## src/rtl/prog_loader_pkg.sv

```systemverilog
// Shared constants and FSM encoding for the serial program-memory loader.
package prog_loader_pkg;

    localparam int         PL_ADDR_W    = 10;
    localparam int         PL_DATA_W    = 18;
    localparam logic [7:0] PL_SYNC_BYTE = 8'hA5;

    typedef logic [3:0] state_t;

    localparam state_t S_IDLE   = 4'd0;
    localparam state_t S_CNT_HI = 4'd1;
    localparam state_t S_CNT_LO = 4'd2;
    localparam state_t S_B2     = 4'd3;
    localparam state_t S_B1     = 4'd4;
    localparam state_t S_B0     = 4'd5;
    localparam state_t S_WRITE  = 4'd6;
    localparam state_t S_CHECK  = 4'd7;
    localparam state_t S_DONE   = 4'd8;
    localparam state_t S_ERR    = 4'd9;

endpackage

```

## src/rtl/prog_loader_timer.sv

```systemverilog
// Inter-byte watchdog: counts while armed, restarts on each byte.
module prog_loader_timer #(
    parameter int unsigned CYCLES = 100000
) (
    input  logic clk,
    input  logic rst_n,
    input  logic run,
    input  logic clr,
    output logic expired
);

    localparam int W = $clog2(CYCLES + 1);

    logic [W-1:0] cnt;

    assign expired = run && (cnt == W'(CYCLES - 1));

    always_ff @(posedge clk or negedge rst_n) begin
        if (!rst_n) begin
            cnt <= '0;
        end else if (!run || clr) begin
            cnt <= '0;
        end else if (!expired) begin
            cnt <= cnt + W'(1);
        end
    end

endmodule

```

## src/rtl/prog_loader.sv

```systemverilog
// Framed byte stream to program BRAM writer; holds the CPU in reset while loading.
// Optional inter-byte timeout enabled by defining PROG_LOADER_TIMEOUT_EN.
import prog_loader_pkg::*;

module prog_loader #(
    parameter int          ADDR_W         = PL_ADDR_W,
    parameter int          DATA_W         = PL_DATA_W,
    parameter logic [7:0]  SYNC_BYTE      = PL_SYNC_BYTE,
    parameter int unsigned TIMEOUT_CYCLES = 100000
) (
    input  logic              clk,
    input  logic              rst_n,
    input  logic [7:0]        in_data,
    input  logic              in_valid,
    output logic              in_ready,
    output logic [ADDR_W-1:0] mem_addr,
    output logic [DATA_W-1:0] mem_data,
    output logic              mem_we,
    output logic              cpu_reset,
    output logic              busy,
    output logic              done,
    output logic              error
);

    state_t            state;
    state_t            nxt;
    logic              acc;
    logic              is_sync;
    logic              tmo;
    logic [7:0]        sum;
    logic [7:0]        sum_chk;
    logic [1:0]        cnt_hi;
    logic [ADDR_W-1:0] cnt_full;
    logic [ADDR_W-1:0] addr;
    logic [ADDR_W-1:0] rem;
    logic [DATA_W-1:0] word;
    logic              busy_q;
    logic              err_q;

    assign in_ready  = (state != S_WRITE);
    assign acc       = in_valid & in_ready;
    assign is_sync   = (in_data == SYNC_BYTE);
    assign sum_chk   = sum + in_data;
    assign cnt_full  = ADDR_W'({cnt_hi, in_data});

    assign mem_addr  = addr;
    assign mem_data  = word;
    assign mem_we    = (state == S_WRITE);
    assign busy      = busy_q;
    assign done      = (state == S_DONE);
    assign error     = err_q;
    assign cpu_reset = busy_q | err_q;

`ifdef PROG_LOADER_TIMEOUT_EN
    logic tmr_run;

    assign tmr_run = (state != S_IDLE) && (state != S_DONE)
                  && (state != S_ERR);

    prog_loader_timer #(
        .CYCLES (TIMEOUT_CYCLES)
    ) u_timer (
        .clk     (clk),
        .rst_n   (rst_n),
        .run     (tmr_run),
        .clr     (acc),
        .expired (tmo)
    );
`else
    logic unused_cfg;

    assign unused_cfg = ^TIMEOUT_CYCLES;
    assign tmo        = 1'b0;
`endif

    always_comb begin
        nxt = state;
        unique case (state)
            S_IDLE:   if (acc && is_sync) nxt = S_CNT_HI;
            S_CNT_HI: if (acc) nxt = (in_data[7:2] != 6'd0) ? S_ERR : S_CNT_LO;
            S_CNT_LO: if (acc) nxt = (cnt_full == '0) ? S_CHECK : S_B2;
            S_B2:     if (acc) nxt = S_B1;
            S_B1:     if (acc) nxt = S_B0;
            S_B0:     if (acc) nxt = S_WRITE;
            S_WRITE:  nxt = (rem == ADDR_W'(1)) ? S_CHECK : S_B2;
            S_CHECK:  if (acc) nxt = (sum_chk == 8'd0) ? S_DONE : S_ERR;
            S_DONE:   nxt = S_IDLE;
            S_ERR:    nxt = S_IDLE;
            default:  nxt = S_IDLE;
        endcase
        if (tmo) nxt = S_ERR;
    end

    always_ff @(posedge clk or negedge rst_n) begin
        if (!rst_n) begin
            state  <= S_IDLE;
            sum    <= '0;
            cnt_hi <= '0;
            addr   <= '0;
            rem    <= '0;
            word   <= '0;
            busy_q <= 1'b0;
            err_q  <= 1'b0;
        end else begin
            state <= nxt;
            if (state == S_IDLE && acc && is_sync) begin
                sum    <= '0;
                busy_q <= 1'b1;
                err_q  <= 1'b0;
            end
            // every byte after SYNC except CHK feeds the running sum
            if (acc && state inside {S_CNT_HI, S_CNT_LO, S_B2, S_B1, S_B0})
                sum <= sum_chk;
            if (acc && state == S_CNT_HI)
                cnt_hi <= in_data[1:0];
            if (acc && state == S_CNT_LO) begin
                rem  <= cnt_full;
                addr <= '0;
            end
            if (acc && state == S_B2) word[17:16] <= in_data[1:0];
            if (acc && state == S_B1) word[15:8]  <= in_data;
            if (acc && state == S_B0) word[7:0]   <= in_data;
            if (state == S_WRITE) begin
                addr <= addr + ADDR_W'(1);
                rem  <= rem - ADDR_W'(1);
            end
            if (nxt == S_DONE || nxt == S_ERR)
                busy_q <= 1'b0;
            if (nxt == S_ERR)
                err_q <= 1'b1;
        end
    end

endmodule
```

## config.mk

```make
export PLATFORM = sky130hd
export DESIGN_NAME = prog_loader
export DESIGN_NICKNAME = d
export VERILOG_FILES = /design/src/rtl/prog_loader_pkg.sv /design/src/rtl/prog_loader_timer.sv /design/src/rtl/prog_loader.sv
export SDC_FILE = /design/constraint.sdc
export NUM_CORES = 1
export LEC_CHECK = 0
export ABC_AREA = 1
export CAP_MARGIN = 15
export CELL_PAD_IN_SITES_DETAIL_PLACEMENT = 1
export CELL_PAD_IN_SITES_GLOBAL_PLACEMENT = 2
export CORE_MARGIN = 4
export CORE_UTILIZATION = 32
export CTS_CLUSTER_SIZE = 14
export DETAILED_ROUTE_END_ITERATION = 10
export PLACE_DENSITY = 0.79
export SYNTH_ARGS = -nofsm -noshare
export SYNTH_HDL_FRONTEND = slang
export SYNTH_SLANG_ARGS = --single-unit
```

## constraint.sdc

```tcl
create_clock -name clk -period 2.25 [get_ports clk]
set_input_delay 0.3375 -clock clk [delete_from_list [all_inputs] [get_ports clk]]
set_output_delay 0.3375 -clock clk [all_outputs]
set_load 0.005 [all_outputs]
```

==> out/results.txt <==
The tools report the sequential cell area fraction in the yosys report as 0.441. Counting every net in the synthesized netlist gives 398. For this run, the number of Yosys warnings is 0. For this run, the top clock speed supported by timing is 464 MHz.

The number of iterations in the first detailed-routing pass was 4. The H-tree was split into 2 levels. The endpoint identified for the worst register-to-register timing path is error. Summing all non-filler instances in the final layout gives an area of 0.00389 sq mm.

For the post-CTS setup-driven buffer insertion count, the log shows 0. Summed over all layers, the global routing overflow is 0. The combined area of all synthesized cells is 0.00306 sq mm, and the register bit total from synthesis is 54.

For the placeable core region, the log shows 0.00928 sq mm. Of all nets on the critical path, the largest fanout is 18. The multi-input combinational cells in the finished layout cover a total of 0.00146 sq mm.

The tools report the worst ir drop on vdd as 0.506 mV. The repair_antennas step left the layout with diodes totalling 0. For this design the static power due to leakage is 1.89 nW. Layout cell share with drive strength beyond 1: 0.116. The most used flip-flop cell after synthesis is dfrtp_1. The die covers 0.0112 sq mm.

The number of distinct library cells after synthesis is 44, and the relative max-transition margin is 0.640. The register-to-register path setup slack came out at 0.28 ns. The path depth of the worst reg2reg path came out at 16.

The detailed router finished its first iteration with 79 violations. The logs give 376 for the gate count of the mapped netlist and 5 for the CTS buffer count. By startpoint and endpoint, the worst setup path is classified as reg -> out. The final number of max-transition violations was 0; the mean area per synthesized cell was 8.14 sq um.

The tools report the first-pass GRT wire length as 14800 um. The cell depth of the worst hold path is 2, and the number of I/O pins is 45. By area, the combinational part of the netlist is dominated by simple AND/OR/NAND/NOR gates. For the worst setup path, the data required time is 1.91 ns. The number of global-route vias before repair is 2992.

At the later pin of the worst-skew pair, clock insertion delay measures 0.31 ns. The number of antenna violations at the first check in global routing is 0, and the number of buffer cells added on primary ports is 44. Critical hold path startpoint: mem_data[12]. Worst clock skew: 0.00991 ns. The flow ran to the end, and the final reports show no timing, DRC or antenna violations. The setup violation total in the final timing report is 0, and the number of flops mapped to enable cells by yosys is 0.

The tools report the reg-to-reg startpoint as sum[0]. The tools report the final net count as 463. After clock tree synthesis, the clock-pin slew on the worst setup and hold paths is 0.10 ns.

After layout, the minimum clock period comes to 2.16 ns. The share of the synthesized area in compound gates (AO/OA/AOI/OAI) came out at 0.125. After routing, the total negative slack on setup checks comes to 0 ns. The overall routing resource usage was 0.163. No sink is reached through more buffers than the 2 on the longest clock path. The sequential cells in the finished layout cover a total of 0.00135 sq mm.

In the final routed layout, each cell accounts on average for 15.3 um. Detailed placement ended at an HPWL of 6920 um. The XOR/XNOR share of the synthesized area is 0.0114. The worst setup path is launched from a flip-flop.

Dividing total power by cell area gives a power density of 1120 mW/mm^2. The horizontal die dimension came out at 106 um. The starting density of the core is 0.330, and the chip height is 106 um. The logs give 1.82 ns for the arrival time of data at the critical path endpoint and 0 for the count of endpoints failing hold in the final timing report.

The clock net in this run drives a total of 54 sinks. Setup repair after global routing left no endpoint under its margin. The tools report the number of maximum-capacitance constraint violations as 0. In this run the core area contains 35 standard-cell rows. The fraction of registers with async set or reset after synthesis was 1.00; the synthesized-area fraction occupied by and/or/nand/nor cells was 0.287. Adder-cell share of the synthesized area: 0.0474.

The end of the worst hold path is mem_data[12]. After detailed routing, the number of vias per cell comes to 4.83. The detail route stage leaves a number of antenna-violating nets equal to 0.

The portion of netlist area occupied by mux cells was 0.00327. The post-route fraction of the period consumed by the critical path is 0.958. TritonCTS built the clock tree. Leaving out fill and tap cells, the most frequent cells in the layout are nand2_1, dfrtp_1, inv_1. After filler insertion, the fill cell instance count of the layout stands at 1120. The aggregate routed wire length was 8700 um. The instance area after placement is 0.00376 sq mm.

Routability-driven placement finished with a final weighted congestion of 0.886. Entering global routing, the biggest net connects 23 pins. For this block, the via count after detailed routing is 2753.

Most common library cell in the layout ignoring fill and taps: nand2_1. After detailed routing, the number of remaining DRC violations is 0. The path class of the tightest hold or removal check is reg -> reg. In this run the clock root is driven by a clkbuf_8. The category of the worst setup path capture point is a primary output. The area growth from synthesis to final layout works out to 27.2%.

The transition time of the tightest slew-check pin works out to 0.539 ns.
==> worst max-delay path by stage <==
stage / depth (start not counted) / from / slack, ns / endpoint
2_1_floorplan: 16 / sum[0] / 0.37 / error
3_3_place_gp: 17 / in_data[0] / -0.22 / error
3_5_place_dp: 17 / in_data[0] / -0.30 / error
4_1_cts: 5 / state[2] / 0.03 / mem_we
5_1_grt: 17 / in_data[1] / 0.003 / error
6_report: 5 / state[2] / 0.09 / mem_we
==> cell usage after synthesis, types with 3 or more instances <==
cell type   n  area share
a31oi_1     3      0.0061
xor2_1      3      0.0086
nor4_1      4      0.0082
nor2_1     27       0.033
a22oi_1     4      0.0098
a21oi_1    10       0.016
nand4_1    11       0.022
o21ai_0    34       0.056
nand3_1    20       0.033
dfrtp_1    54        0.44
inv_1      47       0.058
nor3_1     11       0.018
buf_2       4      0.0065
ha_1       10       0.041
nand2_1    92        0.11
o22ai_1     3      0.0061
==> what timing repair did <==
| action | in CTS | in global routing |
|---|---|---|
| gates resized for setup | 0 | 5 |
| endpoints found under the setup margin | 0 | 3 |
| hold endpoints to repair | 12 | 0 |
| hold buffers | 1 | 0 |
==> final cells by class <==
cell class                 count  area share
tap                          129      0.0415
inverter                      52      0.0546
clock buffer                   5      0.0177
clock inverter                 2     0.00996
multi-input combinational    263       0.376
sequential                    54       0.347
timing repair buffer          65       0.154
==> flip-flops by register name (all words and copies together), names as in the netlist <==
name and cells:
mem_data 18, mem_addr 10, rem 10, sum 8
state 4, cnt_hi 2, busy 1, error 1
==> power by group <==
group          leakage (nW)  switching (mW)  internal, mW  total, mW
Clock                0.0542           0.321         0.328      0.649
Sequential            0.692           0.328          1.35       1.68
Combinational          1.15            1.06         0.963       2.02
Total                  1.89            1.70          2.64       4.35
==> metrics by stage <==
stage / hold slack (ns) / worst slack (ns) / utilization / instances / power (mW)
after global routing: 0.511 / 0.00283 / 0.419 / 570 / 4.76
after floorplan: 0.0419 / 0.367 / - / 376 / 2.79
final: 0.498 / 0.0940 / 0.419 / 570 / 4.35
after detailed placement: 0.345 / -0.298 / 0.405 / 562 / 3.73
after CTS: 0.499 / 0.0261 / 0.418 / 570 / 4.41
after global placement: 0.340 / -0.222 / 0.405 / 562 / 3.66
==> kinds of logic (layout without fill, tap and decap cells) <==
logic type | count (synthesis) | after routing
flops | 54 | 54
fa+ha+maj | 11 | 11
xor+xnor | 4 | 4
mux | 1 | 1
compound gates | 66 | 66
buf+inv | 59 | 124
simple gates | 181 | 181
==> routing by layer <==
| metal | global-route usage | wire length [um] | vias to the layer above |
|---|---|---|---|
| li1 | - | - | 1378 |
| met5 | 0 | 0 | - |
| met3 | 0.0208 | 204 | 6 |
| met2 | 0.289 | 4280 | 42 |
| met1 | 0.212 | 4130 | 1327 |
| met4 | 0.0398 | 86 | 0 |
==> critical path, cell delays in order (launching register included) <==
cell,delay (ns)
dfrtp_1,0.42
inv_1,0.12
nor2_4,0.14
nand2_4,0.15
clkinv_8,0.15
clkdlybuf4s50_1,0.51
Power figures use the tool's default switching activity.
